$ cat config.mk
export PLATFORM = sky130hd
export DESIGN_NAME = ex_mem_pipe_flat
export DESIGN_NICKNAME = d
export VERILOG_FILES = /design/src/rtl/ex_mem_pipe_if.sv /design/src/rtl/ex_mem_pipe.sv /design/src/flat_wrapper.sv
export SDC_FILE = /design/constraint.sdc
export NUM_CORES = 1
export LEC_CHECK = 0
export ABC_AREA = 1
export BUFFER_PORTS_ARGS = -buffer_cell sky130_fd_sc_hd__clkbuf_2
export CAP_MARGIN = 20
export CORE_AREA = 5 5 195 197
export CTS_CLUSTER_SIZE = 16
export DETAILED_ROUTE_END_ITERATION = 10
export DIE_AREA = 0 0 200 202
export GPL_TIMING_DRIVEN = 0
export HOLD_SLACK_MARGIN = 0.05
export PLACE_DENSITY = 0.55
export SLEW_MARGIN = 5
export SYNTH_ARGS = -nofsm -noshare
export SYNTH_HDL_FRONTEND = slang
export SYNTH_SLANG_ARGS = --single-unit
$ cat constraint.sdc
create_clock -name clk -period 8.8 [get_ports clk]
set_clock_uncertainty 0.15 [all_clocks]
set_input_delay 0.88 -clock clk [delete_from_list [all_inputs] [get_ports clk]]
set_output_delay 0.88 -clock clk [all_outputs]
set_load 0.01 [all_outputs]
$ cat src/rtl/ex_mem_pipe_if.sv
// EX -> MEM stage bus: EX-side operands in, registered MEM-side fields and
// multi-cycle accumulate feedback out.
interface ex_mem_pipe_if #(
   parameter int unsigned DATA_W  = 32,
   parameter int unsigned RADDR_W = 5,
   parameter int unsigned ALUOP_W = 8,
   parameter int unsigned CNT_W   = 2
);
   // EX-side operands
   logic [RADDR_W-1:0]  ex_wd;
   logic                ex_wreg;
   logic [DATA_W-1:0]   ex_wdata;
   logic [DATA_W-1:0]   ex_hi;
   logic [DATA_W-1:0]   ex_lo;
   logic                ex_whilo;
   logic [ALUOP_W-1:0]  ex_aluop;
   logic [DATA_W-1:0]   ex_mem_addr;
   logic [DATA_W-1:0]   ex_reg2;
   logic [2*DATA_W-1:0] hilo_temp_i;
   logic [CNT_W-1:0]    cnt_i;

   // MEM-side registered fields
   logic [RADDR_W-1:0]  mem_wd;
   logic                mem_wreg;
   logic [DATA_W-1:0]   mem_wdata;
   logic [DATA_W-1:0]   mem_hi;
   logic [DATA_W-1:0]   mem_lo;
   logic                mem_whilo;
   logic [ALUOP_W-1:0]  mem_aluop;
   logic [DATA_W-1:0]   mem_mem_addr;
   logic [DATA_W-1:0]   mem_reg2;
   logic                mem_valid;
   logic [2*DATA_W-1:0] hilo_temp_o;
   logic [CNT_W-1:0]    cnt_o;

   // Execute stage drives operands and consumes the feedback
   modport master (
      output ex_wd, ex_wreg, ex_wdata, ex_hi, ex_lo, ex_whilo, ex_aluop,
             ex_mem_addr, ex_reg2, hilo_temp_i, cnt_i,
      input  mem_wd, mem_wreg, mem_wdata, mem_hi, mem_lo, mem_whilo, mem_aluop,
             mem_mem_addr, mem_reg2, mem_valid, hilo_temp_o, cnt_o
   );

   // Pipeline register consumes operands and drives the stage outputs
   modport slave (
      input  ex_wd, ex_wreg, ex_wdata, ex_hi, ex_lo, ex_whilo, ex_aluop,
             ex_mem_addr, ex_reg2, hilo_temp_i, cnt_i,
      output mem_wd, mem_wreg, mem_wdata, mem_hi, mem_lo, mem_whilo, mem_aluop,
             mem_mem_addr, mem_reg2, mem_valid, hilo_temp_o, cnt_o
   );
endinterface

$ cat src/rtl/ex_mem_pipe.sv
// EX/MEM pipeline register with hold, bubble insertion, flush, multi-cycle
// accumulate feedback to EX and a saturating bubble counter.
module ex_mem_pipe #(
   parameter int unsigned DATA_W  = 32,
   parameter int unsigned RADDR_W = 5,
   parameter int unsigned ALUOP_W = 8,
   parameter int unsigned STALL_W = 6,
   parameter int unsigned EX_IDX  = 2,
   parameter int unsigned CNT_W   = 2,
   parameter int unsigned PERF_W  = 16
) (
   input  logic               clk,
   input  logic               rst,
   input  logic [STALL_W-1:0] stall,
   input  logic               flush,
   ex_mem_pipe_if.slave       bus,
   output logic [PERF_W-1:0]  bubble_cnt
);

   localparam int unsigned MEM_IDX = EX_IDX + 1;

   logic ex_stall;
   logic mem_stall;
   logic do_flush;
   logic do_bubble;
   logic do_adv;

   // Only the EX and MEM bits matter; the rest of the vector is deliberately ignored
   logic unused_stall;
   assign unused_stall = ^stall;

   assign ex_stall  = stall[EX_IDX];
   assign mem_stall = stall[MEM_IDX];

   // Edge action decode; EX running with MEM stalled cannot occur and falls into advance
   assign do_flush  = flush;
   assign do_bubble = !flush && ex_stall && !mem_stall;
   assign do_adv    = !flush && !ex_stall;

   // Stage register: bubble on flush/bubble, capture EX on advance, otherwise hold
   always_ff @(posedge clk or posedge rst) begin
      if (rst) begin
         bus.mem_wd       <= '0;
         bus.mem_wreg     <= 1'b0;
         bus.mem_wdata    <= '0;
         bus.mem_hi       <= '0;
         bus.mem_lo       <= '0;
         bus.mem_whilo    <= 1'b0;
         bus.mem_aluop    <= '0;
         bus.mem_mem_addr <= '0;
         bus.mem_reg2     <= '0;
         bus.mem_valid    <= 1'b0;
         bus.hilo_temp_o  <= '0;
         bus.cnt_o        <= '0;
         bubble_cnt       <= '0;
      end else begin
         if (do_flush || do_bubble) begin
            bus.mem_wd       <= '0;
            bus.mem_wreg     <= 1'b0;
            bus.mem_wdata    <= '0;
            bus.mem_hi       <= '0;
            bus.mem_lo       <= '0;
            bus.mem_whilo    <= 1'b0;
            bus.mem_aluop    <= '0;
            bus.mem_mem_addr <= '0;
            bus.mem_reg2     <= '0;
            bus.mem_valid    <= 1'b0;
         end else if (do_adv) begin
            bus.mem_wd       <= bus.ex_wd;
            bus.mem_wreg     <= bus.ex_wreg;
            bus.mem_wdata    <= bus.ex_wdata;
            bus.mem_hi       <= bus.ex_hi;
            bus.mem_lo       <= bus.ex_lo;
            bus.mem_whilo    <= bus.ex_whilo;
            bus.mem_aluop    <= bus.ex_aluop;
            bus.mem_mem_addr <= bus.ex_mem_addr;
            bus.mem_reg2     <= bus.ex_reg2;
            bus.mem_valid    <= 1'b1;
         end

         // Accumulate state survives only while EX is stalled behind a bubble
         if (do_bubble) begin
            bus.hilo_temp_o <= bus.hilo_temp_i;
            bus.cnt_o       <= bus.cnt_i;
         end else if (do_flush || do_adv) begin
            bus.hilo_temp_o <= '0;
            bus.cnt_o       <= '0;
         end

         // Flushes are not counted as inserted bubbles
         if (do_bubble && (bubble_cnt != '1)) begin
            bubble_cnt <= bubble_cnt + PERF_W'(1);
         end
      end
   end

endmodule

$ cat src/flat_wrapper.sv
// flat-port wrapper written by rule: the top's interface ports become plain ports
module ex_mem_pipe_flat 
#(
   parameter int unsigned DATA_W  = 32,
   parameter int unsigned RADDR_W = 5,
   parameter int unsigned ALUOP_W = 8,
   parameter int unsigned STALL_W = 6,
   parameter int unsigned EX_IDX  = 2,
   parameter int unsigned CNT_W   = 2,
   parameter int unsigned PERF_W  = 16
)
  (clk, rst, stall, flush, bubble_cnt, bus_ex_wd, bus_ex_wreg, bus_ex_wdata, bus_ex_hi, bus_ex_lo, bus_ex_whilo, bus_ex_aluop, bus_ex_mem_addr, bus_ex_reg2, bus_hilo_temp_i, bus_cnt_i, bus_mem_wd, bus_mem_wreg, bus_mem_wdata, bus_mem_hi, bus_mem_lo, bus_mem_whilo, bus_mem_aluop, bus_mem_mem_addr, bus_mem_reg2, bus_mem_valid, bus_hilo_temp_o, bus_cnt_o);
  ex_mem_pipe_if #(.DATA_W(DATA_W), .RADDR_W(RADDR_W), .ALUOP_W(ALUOP_W), .CNT_W(CNT_W)) bus_i ();
  input  logic clk;
  input  logic rst;
  input  logic [STALL_W-1:0] stall;
  input  logic flush;
  output logic [PERF_W-1:0] bubble_cnt;
  input wire logic [$bits(bus_i.ex_wd)-1:0] bus_ex_wd;
  input wire logic [$bits(bus_i.ex_wreg)-1:0] bus_ex_wreg;
  input wire logic [$bits(bus_i.ex_wdata)-1:0] bus_ex_wdata;
  input wire logic [$bits(bus_i.ex_hi)-1:0] bus_ex_hi;
  input wire logic [$bits(bus_i.ex_lo)-1:0] bus_ex_lo;
  input wire logic [$bits(bus_i.ex_whilo)-1:0] bus_ex_whilo;
  input wire logic [$bits(bus_i.ex_aluop)-1:0] bus_ex_aluop;
  input wire logic [$bits(bus_i.ex_mem_addr)-1:0] bus_ex_mem_addr;
  input wire logic [$bits(bus_i.ex_reg2)-1:0] bus_ex_reg2;
  input wire logic [$bits(bus_i.hilo_temp_i)-1:0] bus_hilo_temp_i;
  input wire logic [$bits(bus_i.cnt_i)-1:0] bus_cnt_i;
  output wire logic [$bits(bus_i.mem_wd)-1:0] bus_mem_wd;
  output wire logic [$bits(bus_i.mem_wreg)-1:0] bus_mem_wreg;
  output wire logic [$bits(bus_i.mem_wdata)-1:0] bus_mem_wdata;
  output wire logic [$bits(bus_i.mem_hi)-1:0] bus_mem_hi;
  output wire logic [$bits(bus_i.mem_lo)-1:0] bus_mem_lo;
  output wire logic [$bits(bus_i.mem_whilo)-1:0] bus_mem_whilo;
  output wire logic [$bits(bus_i.mem_aluop)-1:0] bus_mem_aluop;
  output wire logic [$bits(bus_i.mem_mem_addr)-1:0] bus_mem_mem_addr;
  output wire logic [$bits(bus_i.mem_reg2)-1:0] bus_mem_reg2;
  output wire logic [$bits(bus_i.mem_valid)-1:0] bus_mem_valid;
  output wire logic [$bits(bus_i.hilo_temp_o)-1:0] bus_hilo_temp_o;
  output wire logic [$bits(bus_i.cnt_o)-1:0] bus_cnt_o;
  assign bus_i.ex_wd = bus_ex_wd;
  assign bus_i.ex_wreg = bus_ex_wreg;
  assign bus_i.ex_wdata = bus_ex_wdata;
  assign bus_i.ex_hi = bus_ex_hi;
  assign bus_i.ex_lo = bus_ex_lo;
  assign bus_i.ex_whilo = bus_ex_whilo;
  assign bus_i.ex_aluop = bus_ex_aluop;
  assign bus_i.ex_mem_addr = bus_ex_mem_addr;
  assign bus_i.ex_reg2 = bus_ex_reg2;
  assign bus_i.hilo_temp_i = bus_hilo_temp_i;
  assign bus_i.cnt_i = bus_cnt_i;
  assign bus_mem_wd = bus_i.mem_wd;
  assign bus_mem_wreg = bus_i.mem_wreg;
  assign bus_mem_wdata = bus_i.mem_wdata;
  assign bus_mem_hi = bus_i.mem_hi;
  assign bus_mem_lo = bus_i.mem_lo;
  assign bus_mem_whilo = bus_i.mem_whilo;
  assign bus_mem_aluop = bus_i.mem_aluop;
  assign bus_mem_mem_addr = bus_i.mem_mem_addr;
  assign bus_mem_reg2 = bus_i.mem_reg2;
  assign bus_mem_valid = bus_i.mem_valid;
  assign bus_hilo_temp_o = bus_i.hilo_temp_o;
  assign bus_cnt_o = bus_i.cnt_o;
  ex_mem_pipe #(.DATA_W(DATA_W), .RADDR_W(RADDR_W), .ALUOP_W(ALUOP_W), .STALL_W(STALL_W), .EX_IDX(EX_IDX), .CNT_W(CNT_W), .PERF_W(PERF_W)) u_core (.clk(clk), .rst(rst), .stall(stall), .flush(flush), .bus(bus_i), .bubble_cnt(bubble_cnt));
endmodule
Word-level counts from Yosys, hierarchy flattened
Cells that the tools add are included.
Widths: inputs -> output; s select.
{"block": "totals", "register_bits": 258, "inputBits": 250, "out_inout_bits": 258, "elab_cells": 50}
{"block": "classes", "add_sub_neg": 1, "eq_ne": 1, "mux": 24, "reduce_logical": 11}
{"cell": "$mux 32", "n": 10}
{"cell": "$mux 64", "n": 2}
{"cell": "$add 16x1->16 const B", "n": 1}
{"cell": "$mux 8", "n": 2}
{"cell": "$ne 16x16->1 const B", "n": 1}
{"cell": "$mux 5", "n": 2}
{"cell": "$mux 1", "n": 6}
{"cell": "$logic_and 1x1->1", "n": 4}
{"cell": "$mux 2", "n": 2}
{"cell": "$reduce_bool 2->1", "n": 2}
{"cell": "$logic_not 1->1", "n": 3}
{"cell": "$logic_or 1x1->1", "n": 2}

Longest topological paths before layout
{"block": "depth", "ltp_word": 5, "mapped_depth": 9, "mapped_depth_nobuf": 9}

Worst setup path after synthesis
No wires, ideal clock.
{"block": "synth_path", "path_kind": "input-to-reg", "startpoint": "input flush", "endpoint": "register u_core.bus.mem_hi[10]", "setup_ns": 0.125, "t_arrival_ns": 1.593, "setup_slack_ns": 6.932, "stages": 6, "n_path_buf": 2, "path_cell_list": "inv_2 -> nand3_4 -> nand3_4 -> buf_6 -> buf_4 -> o22ai_1"}
{"block": "synth_between", "elab_chain_cells": 5}
{"element": "start, declared", "line_no": "flat_wrapper.sv:17", "text": "input logic flush;"}
{"element": "$logic_not 1->1", "line_no": "ex_mem_pipe.sv:37, ex_mem_pipe.sv:38"}
{"element": "$logic_and 1x1->1 (2 in series)", "line_no": "ex_mem_pipe.sv:37", "text": "assign do_bubble = !flush && ex_stall && !mem_stall;"}
{"element": "$logic_or 1x1->1", "line_no": "ex_mem_pipe.sv:57", "text": "if (do_flush || do_bubble) begin"}
{"element": "$mux 32 / $reduce_bool 2->1 (equally long branches)"}
{"element": "end signal, assigned", "line_no": "ex_mem_pipe.sv:72", "text": "bus.mem_hi <= bus.ex_hi;"}
{"element": "end, declared", "line_no": "ex_mem_pipe_if.sv:48", "text": "output mem_wd, mem_wreg, mem_wdata, mem_hi, mem_lo, mem_whilo, mem_aluop,"}
Several ways; a longest one is shown, not always the timed one.
A chain may end at the register's enable or synchronous reset.

Worst setup path in the final report
{"block": "layout_path", "startpoint": "register u_core.bubble_cnt[0]", "endpoint": "output bubble_cnt[0]"}
{"element": "start, declared", "line_no": "ex_mem_pipe.sv:17", "text": "output logic [PERF_W-1:0] bubble_cnt"}
{"element": "start signal, assigned", "line_no": "ex_mem_pipe.sv:92", "text": "bubble_cnt <= bubble_cnt + PERF_W'(1);"}
{"element": "end, declared", "line_no": "flat_wrapper.sv:18", "text": "output logic [PERF_W-1:0] bubble_cnt;"}
No word-level cell between the ends.

==> impl_metrics.json <==
{
  "gp_congestion": 0.840,
  "area_delta_synth_final_pct": 36.6,
  "vias": 9369,
  "leakagePower_nw": 8.52,
  "yosysMostFrequentCell": "inv_1",
  "irDropWorstVdd_mv": 0.147,
  "p_per_area_nw_per_um2": 191,
  "tightest_slew_ns": 0.664,
  "synth-seq-cells": 258,
  "worst_path_max_delay_cell": "dfrtp_1",
  "period_share": 0.257,
  "synth_adder_area_share": 0.00111,
  "grt-busiest-layer": "met2",
  "synth_nets": 1421,
  "met2_usage": 0.305,
  "yosysTopAreaCell": "dfrtp_1",
  "cts-resized-gates": 0,
  "nFillCells": 3659,
  "coreArea_um2": 36100,
  "hold_class": "in2async",
  "stdcell_area_um2": 15400,
  "drive_gt1_frac": 0.410,
  "grt_overflow_total": 0,
  "post_cts_buffers": 0,
  "die_area_um2": 40400,
  "clockBufferDepth": 3,
  "tns_ns": 0,
  "timing.critical_path.cells": "clkbuf_2",
  "crit_type": "reg2out",
  "antenna_found_initial": 2,
  "maxSlewHeadroom": 0.557,
  "cts-buffers-inserted": 29,
  "first_iter_violations": 343,
  "gr-usage-met3": 0.0555,
  "fin_crit_ns": 2.26,
  "crit_required_ns": 7.77,
  "cp_num_buf_inv": 1,
  "io_buffers": 503,
  "firstDrtPassIters": 5,
  "p_seq_frac": 0.445,
  "pwr-share-clk": 0.414,
  "cts_tree": "yes",
  "synth-compound-area-share": 0.181,
  "via_per_inst": 4.26,
  "yosys_warnings": 0,
  "drv_cap": 0,
  "dp_hpwl_um": 28800,
  "dp_cells": 2143,
  "drt_wl_total_um": 36500,
  "grt_pass1_wl_um": 56500,
  "worst-endpoint-arrival_ns": 1.23,
  "track_usage": 0.176,
  "slowest_delay_ns": 0.49,
  "ys_seq_area_frac": 0.571,
  "synth-xor-area-share": 0.00310,
  "worst-path-max-fanout": 7,
  "path_clk_slew_ns": 0.06,
  "instances_no_fill": 2198,
  "synthMuxAreaShare": 0,
  "synth-simple-area-share": 0.0665,
  "synthTopCellsByArea": "dfrtp_1, inv_1, o22ai_2, o22ai_1, nand2_1",
  "hold_buffers": 0,
  "startpoint_type": "register",
  "setup_viol": 0,
  "avgSynthCellArea_um2": 9.66,
  "grtUsageMet1": 0.209,
  "initial_core_util": 0.313,
  "dpl_cell_area_um2": 14500,
  "ys_types": 28,
  "root_buffer": "clkbuf_16",
  "cpLargestDelayFamily": "flip-flops",
  "synth_top_family_by_area": "compound AO/OA/AOI/OAI gates",
  "synth_edf_count": 0,
  "synthTopCellsByCount": "inv_1, dfrtp_1, nand2_1",
  "synthCells": 1170,
  "synthArstFlopShare": 1.00,
  "num_io_pins": 508,
  "dieHeight_um": 202,
  "cts.sinks": 258,
  "clk_latency_ns": 0.55,
  "row_count": 70,
  "detail-route-antenna-nets": 0,
  "synth_top_area_share": 0.571,
  "hold_viol": 0,
  "grt_max_degree": 116,
  "worstSetupEndpointType": "output port",
  "die_x_um": 200,
  "r2r_cells": 9,
  "combinationalPowerShare": 0.140,
  "slew_viol_final": 0,
  "rsz0062_at_grt": "no",
  "syn_area_um2": 11300,
  "grt_pass1_vias": 9960,
  "critical_path_depth": 1,
  "power_switching_uw": 784,
  "layout.nets": 1957,
  "cts-htree-levels": 1,
  "p_int_mw": 2.17,
  "status": "finished clean",
  "synth_ff_type": "dfrtp_1",
  "swShare": 0.265,
  "drc_errors": 0,
  "wl_per_cell_um": 16.6,
  "max_freq_mhz": 442
}
-- layer usage --
layer / wire, um / vias to the layer above
li1: - / 4598
met1: 14100 / 4360
met3: 3630 / 57
met5: 0 / -
met2: 17800 / 354
met4: 939 / 0
-- cell families (layout without fill, tap and decap cells) --
family	count (synthesis)	count (layout)
flip-flops	258	258
AND/OR/NAND/NOR	168	168
adder cells (fa/ha/maj)	1	1
XOR/XNOR	4	4
other	0	1
buffers and inverters	490	1049
AO/OA/AOI/OAI	249	249
-- worst paths after layout --
kind | start | to | slack (ns)
worst min-delay path | rst | u_core.bus.mem_wdata[8]$_DFFE_PP0P_ | 0.15
worst max-delay path | u_core.bubble_cnt[0]$_DFFE_PP0P_ | bubble_cnt[0] | 6.54
worst max register to register | u_core.bubble_cnt[0]$_DFFE_PP0P_ | u_core.bubble_cnt[4]$_DFFE_PP0P_ | 7.03
worst min register to register | u_core.bus.mem_valid$_DFFE_PP0P_ | u_core.bus.mem_valid$_DFFE_PP0P_ | 0.37
min in group clk | u_core.bus.mem_valid$_DFFE_PP0P_ | u_core.bus.mem_valid$_DFFE_PP0P_ | 0.37
max in group asynchronous | rst | u_core.bus.mem_lo[15]$_DFFE_PP0P_ | 7.43
-- stage by stage --
| stage | hold slack, ns | utilization | power (mW) | setup slack, ns |
|---|---|---|---|---|
| 3_5_place_dp | 0.369 | 0.401 | 1.76 | 6.40 |
| 3_3_place_gp | 0.365 | 0.399 | 1.75 | -2.73 |
| 4_1_cts | 0.129 | 0.428 | 3.01 | 6.48 |
| 6_report | 0.153 | 0.428 | 2.95 | 6.54 |
| 5_1_grt | 0.148 | 0.428 | 3.11 | 6.44 |
| 2_1_floorplan | 0.392 | - | 1.55 | 0.672 |
-- cell type report --
cell class | count | area, um^2 | share of cell area
clock buffer | 43 | 828 | 0.0537
antenna | 1 | 2.50 | 0.000162
clock inverter | 11 | 136 | 0.00883
tap | 468 | 586 | 0.0379
buffer | 53 | 365 | 0.0237
inverter | 437 | 1650 | 0.107
sequential | 258 | 6460 | 0.418
timing repair buffer | 505 | 2570 | 0.167
multi-input combinational | 422 | 2840 | 0.184
-- flip-flops by register name, indices dropped and copies added (netlist names), 2 cells and up --
name / cells
u_core.bus.hilo_temp_o: 64
u_core.bus.mem_wdata: 32
u_core.bubble_cnt: 16
u_core.bus.mem_wd: 5
u_core.bus.mem_lo: 32
u_core.bus.mem_reg2: 32
u_core.bus.mem_mem_addr: 32
u_core.bus.cnt_o: 2
u_core.bus.mem_aluop: 8
u_core.bus.mem_hi: 32
-- worst register-to-register path: stages, from the launching register on --
cell,delay (ns)
dfrtp_1,0.49
ha_1,0.27
nand3_2,0.13
inv_2,0.10
nand2_4,0.06
nor2_4,0.14
nor2_2,0.07
buf_6,0.15
nand2_2,0.06
o21ai_2,0.05
-- cells in the final DEF, fill, tap and decap left out, drive strengths merged --
cell      instances
diode             1
dfrtp           258
buf              48
xor2              1
clkinvlp          1
nand4             4
bufinv            3
clkbuf          553
nand2           128
o22ai           175
clkinv            6
inv             438
nand3            13
nor3              2
o21ai            74
xnor2             3
nand3b            2
nor2             19
ha                1
-- power groups by stage --
stage / clock network [mW] / logic, mW / registers, mW
6_report: 1.22 / 0.415 / 1.32
5_1_grt: 1.32 / 0.463 / 1.33
4_1_cts: 1.27 / 0.424 / 1.32
3_5_place_dp: 0 / 0.423 / 1.34
3_3_place_gp: 0 / 0.417 / 1.34
2_1_floorplan: 0 / 0.184 / 1.37
Note: power is estimated with default switching activity, not from simulation.
